`src/rtl/mips_cpu_fetch.sv`:
```
// PC / instruction-fetch stage: word fetch over read/waitrequest, branch-delay-slot commit, halt on jump to HALT_ADDR.
// Optional FETCH_ALIGN_CHECK_EN adds a `fault` output that halts on a misaligned committed target.
module mips_cpu_fetch #(
  parameter logic [31:0] RESET_VECTOR = 32'hBFC00000,
  parameter logic [31:0] HALT_ADDR    = 32'h00000000
) (
  input  logic        clk,
  input  logic        reset,
  input  logic        clk_enable,
  output logic [31:0] instr_address,
  output logic        instr_read,
  input  logic        instr_waitrequest,
  input  logic [31:0] instr_readdata,
  output logic [31:0] instr_out,
  output logic        instr_valid,
  input  logic        stall,
  input  logic [1:0]  pc_sel,
  input  logic        is_true,
  input  logic [15:0] imm,
  input  logic [25:0] j_addr,
  input  logic [31:0] jr_target,
  output logic [31:0] pc,
  output logic [31:0] pc_link,
`ifdef FETCH_ALIGN_CHECK_EN
  output logic        fault,
`endif
  output logic        active
);

  // state | meaning
  // FETCH | read request outstanding at pc
  // EXEC  | instr_out presented to decoder, commit when not stalled
  // HALT  | jumped to halt target, only reset leaves
  typedef enum logic [1:0] {FETCH, EXEC, HALT} state_t;

  state_t      state, state_nxt;
  logic [31:0] pc_nxt, instr_nxt, delay_target, dt_nxt;
  logic        delay_pending, dp_nxt;
  logic [31:0] pc_plus4, branch_target, jump_target;
`ifdef FETCH_ALIGN_CHECK_EN
  logic        fault_nxt;
`endif

  assign pc_plus4      = pc + 32'd4;
  assign branch_target = pc_plus4 + {{14{imm[15]}}, imm, 2'b00};
  assign jump_target   = {pc_plus4[31:28], j_addr, 2'b00};

  assign instr_address = pc;
  assign instr_read    = reset && (state == FETCH);
  assign instr_valid   = (state == EXEC);
  assign active        = (state != HALT);
  assign pc_link       = pc + 32'd8;

  always_comb begin
    state_nxt = state;
    pc_nxt    = pc;
    instr_nxt = instr_out;
    dp_nxt    = delay_pending;
    dt_nxt    = delay_target;
`ifdef FETCH_ALIGN_CHECK_EN
    fault_nxt = fault;
`endif
    case (state)
      FETCH: begin
        if (!instr_waitrequest) begin
          instr_nxt = instr_readdata;
          state_nxt = EXEC;
        end
      end
      EXEC: begin
        if (!stall) begin
          state_nxt = FETCH;
          if (delay_pending) begin
            dp_nxt = 1'b0;
`ifdef FETCH_ALIGN_CHECK_EN
            pc_nxt = delay_target;
            if (delay_target[1:0] != 2'b00) begin
              fault_nxt = 1'b1;
              state_nxt = HALT;
            end else if (delay_target == HALT_ADDR) begin
              state_nxt = HALT;
            end
`else
            // misaligned targets are silently word-aligned
            pc_nxt = {delay_target[31:2], 2'b00};
            if (delay_target == HALT_ADDR) state_nxt = HALT;
`endif
          end else if (pc_sel == 2'b00 || (pc_sel == 2'b01 && !is_true)) begin
            pc_nxt = pc_plus4;
          end else begin
            pc_nxt = pc_plus4;
            dp_nxt = 1'b1;
            case (pc_sel)
              2'b01:   dt_nxt = branch_target;
              2'b10:   dt_nxt = jump_target;
              default: dt_nxt = jr_target;
            endcase
          end
        end
      end
      HALT:    state_nxt = HALT;
      default: state_nxt = FETCH;
    endcase
  end

  always_ff @(posedge clk) begin
    if (!reset) begin
      state         <= FETCH;
      pc            <= RESET_VECTOR;
      instr_out     <= 32'd0;
      delay_pending <= 1'b0;
      delay_target  <= 32'd0;
`ifdef FETCH_ALIGN_CHECK_EN
      fault         <= 1'b0;
`endif
    end else if (clk_enable) begin
      state         <= state_nxt;
      pc            <= pc_nxt;
      instr_out     <= instr_nxt;
      delay_pending <= dp_nxt;
      delay_target  <= dt_nxt;
`ifdef FETCH_ALIGN_CHECK_EN
      fault         <= fault_nxt;
`endif
    end
  end

endmodule
```
`config.mk`:
```
export PLATFORM = sky130hd
export DESIGN_NAME = mips_cpu_fetch
export DESIGN_NICKNAME = d
export VERILOG_FILES = /design/src/rtl/mips_cpu_fetch.sv
export SDC_FILE = /design/constraint.sdc
export NUM_CORES = 1
export LEC_CHECK = 0
export CORE_MARGIN = 2
export CORE_UTILIZATION = 45
export DETAILED_ROUTE_END_ITERATION = 6
export PLACE_DENSITY_LB_ADDON = 0.3
export SYNTH_ARGS = -nofsm -noshare
export SYNTH_HDL_FRONTEND = slang
export SYNTH_SLANG_ARGS = --single-unit
export TNS_END_PERCENT = 10
```
`constraint.sdc`:
```
create_clock -name clk -period 5 [get_ports clk]
set_clock_uncertainty 0.1 [all_clocks]
set_input_delay 1 -clock clk [delete_from_list [all_inputs] [get_ports clk]]
set_output_delay 1 -clock clk [all_outputs]
set_load 0.01 [all_outputs]
```
# Word-level counts from Yosys, hierarchy flattened

Index checks and enable logic that the tools add are counted.

Add/sub/neg operators: 3
Eq/ne operators: 7
Muxes and demuxes: 9
Bitwise operators: 4
Reduce and logical (&&, ||, !) cells: 11

Operators with widths:

| operator                                                               | number |
|---|---|
| 32-bit case mux with 2 select lines                                    | 1 |
| 32-bit by 3-bit adder with 32-bit output (second input constant)       | 1 |
| 32-bit adder                                                           | 1 |
| 32-bit by 4-bit adder with 32-bit output (second input constant)       | 1 |
| 32-bit zero test                                                       | 1 |
| 32-bit 2-to-1 mux                                                      | 1 |
| 3-bit AND reduction                                                    | 3 |
| 2-bit 2-to-1 mux                                                       | 4 |
| 2-bit != test (second input constant)                                  | 3 |
| 2-bit case mux with 3 select lines                                     | 1 |
| 5-bit AND reduction                                                    | 1 |
| 2-bit by 1-bit equality test with 1-bit output (second input constant) | 2 |
| 2-bit equality test (second input constant)                            | 2 |
| 2-bit zero test                                                        | 2 |
| 1-bit NOT                                                              | 4 |
| 1-bit logical AND                                                      | 2 |
| 1-bit 2-to-1 mux                                                       | 2 |
| 1-bit zero test                                                        | 1 |
| 1-bit logical OR                                                       | 1 |

Bits in registers: 99
Output and inout port bits: 131
Word-level logic and storage cells: 39

# Longest topological paths before layout

Depth after elaboration: 5
Mapped depth: 17
Gate-level depth less buffers: 16

# Least setup slack after synthesis

No wires, ideal clock.

Path type: reg2reg
Start: register pc[4], in the netlist instr_address[4]
End: register delay_target[30]
Data arrival time: 3524 ps
Data required time: 4767 ps
Slack: 1243 ps
Cell stages (with the launch flop): 17
Path through: dfxtp_1 ha_1 and3_1 nand4_2 nor2_4 nand4_4 nor2_1 xor2_1 ha_1 a21oi_1 o21ai_1 a21o_1 a21oi_1 o21ai_0 nor3b_1 a2111oi_2 o41ai_1

Word-level cells in the longest chain between the ends: 3

RTL lines:

| element                                    | RTL line | text |
|---|---|---|
| start: declaration                         | 22       | `output logic [31:0] pc,` |
| start signal: assignment                   | 118      | `pc <= pc_nxt;` |
| 32-bit by 3-bit adder with 32-bit output * | 44       | `assign pc_plus4 = pc + 32'd4;` |
| 32-bit adder                               | 45       | `assign branch_target = pc_plus4 + {{14{imm[15]}}, imm, 2'b00};` |
| 32-bit case mux with 2 select lines *      | 93       | `case (pc_sel)` |
| end signal: assignment                     | 121      | `delay_target <= dt_nxt;` |
| end: declaration                           | 37       | `logic [31:0] pc_nxt, instr_nxt, delay_target, dt_nxt;` |

Mark *: on every way between the ends. The rest lies on a longest branch, timed or not.
A chain may end at the register's enable or synchronous reset.

# Worst setup path in the final report

Same ends and word-level chain as after synthesis.

==> impl_metrics.env <==
export IMPL_final_util_pct=60.3
export IMPL_syn_area_mm2=0.00793
export IMPL_r2r_setup_slack_ps=640
export IMPL_tns_ps=0
export IMPL_grt_setup_unrepaired="false"
export IMPL_fp_coreArea_mm2=0.0172
export IMPL_drt_first_pass_iters=5
export IMPL_yosysMostFrequentCell="nand2_1"
export IMPL_grt_max_degree=89
export IMPL_io_buffers=238
export IMPL_cts_tree="done"
export IMPL_r2r_start="instr_address[4]"
export IMPL_cp_slowest_cell="dfxtp_1"
export IMPL_hold_violations=0
export IMPL_h_tree_depth=3
export IMPL_endpoint_kind="flop"
export IMPL_cts_sinks=97
export IMPL_via_count=8151
export IMPL_synth_top_area_share_pct=24.5
export IMPL_avgSynthCellArea_um2=7.69
export IMPL_grt_pass1_vias=7275
export IMPL_finalNetCount=1340
export IMPL_period_needed_ps=4360
export IMPL_synthTopCellsByArea="dfxtp_1 (24%), nand2_1 (7.1%), ha_1 (6.2%)"
export IMPL_clk_pin_slew_ps=70
export IMPL_vdd_ir_drop_max_mv=0.174
export IMPL_overflow=0
export IMPL_post_cts_resize_count=0
export IMPL_r2r_end="delay_target[30]"
export IMPL_max_freq_mhz=230
export IMPL_start_util_pct=46.0
export IMPL_async_flop_share_pct=0
export IMPL_yosysWarnings=0
export IMPL_cts_root_buf="clkbuf_16"
export IMPL_arrival_ps=4490
export IMPL_crit_path_start_kind="flop"
export IMPL_antenna_cells=0
export IMPL_whs_endpoint="instr_out[16]"
export IMPL_cp_num_buf_inv=0
export IMPL_drt_first_iter_violations=687
export IMPL_place_congestion=0.943
export IMPL_grtUsageTotal_pct=28.2
export IMPL_cts_hold_buf=0
export IMPL_grt_pass1_wl_mm=40.6
export IMPL_relSlewSlack_pct=24.0
export IMPL_synth_common_cells="nand2_1 (149), dfxtp_1 (97), nor2_1 (77), a21oi_1 (50), buf_4 (44)"
export IMPL_finalWirelength_mm=26.8
export IMPL_fin_hold_ws_ps=365
export IMPL_r2r_cells=16
export IMPL_ios=245
export IMPL_drive_gt1_share_pct=5.46
export IMPL_syn_inst=1031
export IMPL_crit_type="flop to flop"
export IMPL_power_density_mw_per_mm2=204
export IMPL_placementRows=48
export IMPL_yosysUniqueCellTypes=84
export IMPL_die_y_um=137
export IMPL_synth_largest_area_cell="dfxtp_1"
export IMPL_cp_slowest_stage_delay_ps=530
export IMPL_antenna_found_initial=0
export IMPL_drv_slew=0
export IMPL_tightest_slew_ps=1140
export IMPL_setup_viol=0
export IMPL_dpl_hpwl_mm=20.7
export IMPL_ys_seq_elements=97
export IMPL_clkLatencyLatePin_ps=360
export IMPL_maxCapViolations=0
export IMPL_postRouteAntennaNets=0
export IMPL_cts_buffers=9
export IMPL_drc=0
export IMPL_synthFlopType="dfxtp_1"
export IMPL_dieArea_mm2=0.0187
export IMPL_seq_area_frac_synth_pct=24.5
export IMPL_finalPower_mw=2.12
export IMPL_hp_class="flop to flop"
export IMPL_outcome="completed"
export IMPL_die_x_um=137
export IMPL_worstPathCellList="ha_1 > and3_1 > nand4_2 > nor2_4 > nand4_4 > nor2_1 > xor2_1 > ha_1 > a21oi_1 > o21ai_1 > a21o_1 > a21oi_1 > o21ai_0 > nor3b_1 > a2111oi_2 > o41ai_1"
export IMPL_finalCritPeriodShare_pct=87.1
export IMPL_wl_per_cell_um=18.9
export IMPL_hold_depth=2
export IMPL_via_per_inst=5.76
export IMPL_crit_fanout=10
export IMPL_min_from="instr_out[16]"
export IMPL_area_delta_synth_final_pct=31.1
export IMPL_crit_family="compound AO/OA/AOI/OAI gates"
export IMPL_synth_edf_count=0
export IMPL_required_ps=5130
export IMPL_post_cts_buffers=0
export IMPL_clock_path_buffers=2
export IMPL_p_leak_nw=3.89
-- per-layer routing --
| layer | up-vias | track usage, % | part of all wire (%) |
|---|---|---|---|
| li1 | 3955 | - | - |
| met1 | 3804 | 41.5 | 45 |
| met2 | 364 | 42.6 | 44 |
| met3 | 28 | 4.67 | 9.0 |
| met4 | 0 | 6.48 | 1.4 |
| met5 | - | 0 | 0 |
-- cell type report --
type	count	area [um2]
clock inverters	7	83.8
flip-flops and latches	97	1940
repair buffers	253	2490
inverters	16	60.1
well taps	225	282
fillers	1619	6840
clock buffers	9	225
multi-input cells	809	5310
-- how the worst max path moves through the flow --
stage,start,endpoint,slack (ps),cells past startpoint
floorplan,instr_address[4],delay_target[30],1240,16
global placement,imm[15],delay_target[28],790,10
detailed placement,instr_address[4],delay_target[30],720,16
CTS,instr_address[4],delay_target[30],690,16
global route,instr_address[4],delay_target[30],300,15
finish,instr_address[4],delay_target[30],640,16
-- power by group --
part	leakage, nW	internal [mW]	total [mW]	switching, mW
combinational	2.96	0.265	0.534	0.269
sequential	0.787	0.801	0.841	0.0406
clock	0.149	0.398	0.742	0.344
-- sequential cells by signal (all words and copies together), names as in the netlist --
signal / cells
state: 2
delay_pending: 1
instr_out: 32
delay_target: 32
instr_address: 30
-- stage by stage --
step                      instances  area, um2  worst slack [ps]
after floorplan                1036       7950              1240
after global placement         1400      10100               786
after detailed placement       1400      10100               723
after CTS                      1416      10400               685
after global routing           1416      10400               303
final                          1416      10400               643
-- worst min-delay path, cell delays in order, from the launching register on --
cell      delay (ps)
dfxtp_1          310
nand2_1           40
a21boi_0          60
-- logic make-up (layout without fill, tap and decap cells) --
kind of cell	after synthesis	after routing	share of synthesized area, %
multiplexers	16	16	2.08
buffers and inverters	130	285	8.77
AO/OA/AOI/OAI	265	265	23.4
flip-flops	97	97	24.5
other	1	6	0.0473
XOR/XNOR	79	79	8.82
AND/OR/NAND/NOR	403	403	26.0
adder cells (fa/ha/maj)	40	40	6.41
-- placed cells by master (no fill, tap or decap), drive strengths merged, types with 15 or more instances in the layout --
cell type      instances
nand4                 25
a221o                 15
buf                   16
o211ai                25
a21boi                45
a221oi                16
nor2                  81
clkdlybuf4s50        237
xor2                  37
inv                   19
nor3                  27
o21ai                 46
nand3                 36
a21oi                 50
and2                  22
ha                    39
dfxtp                 97
nand2                150
xnor2                 42
Note: power is estimated with default switching activity, not from simulation.
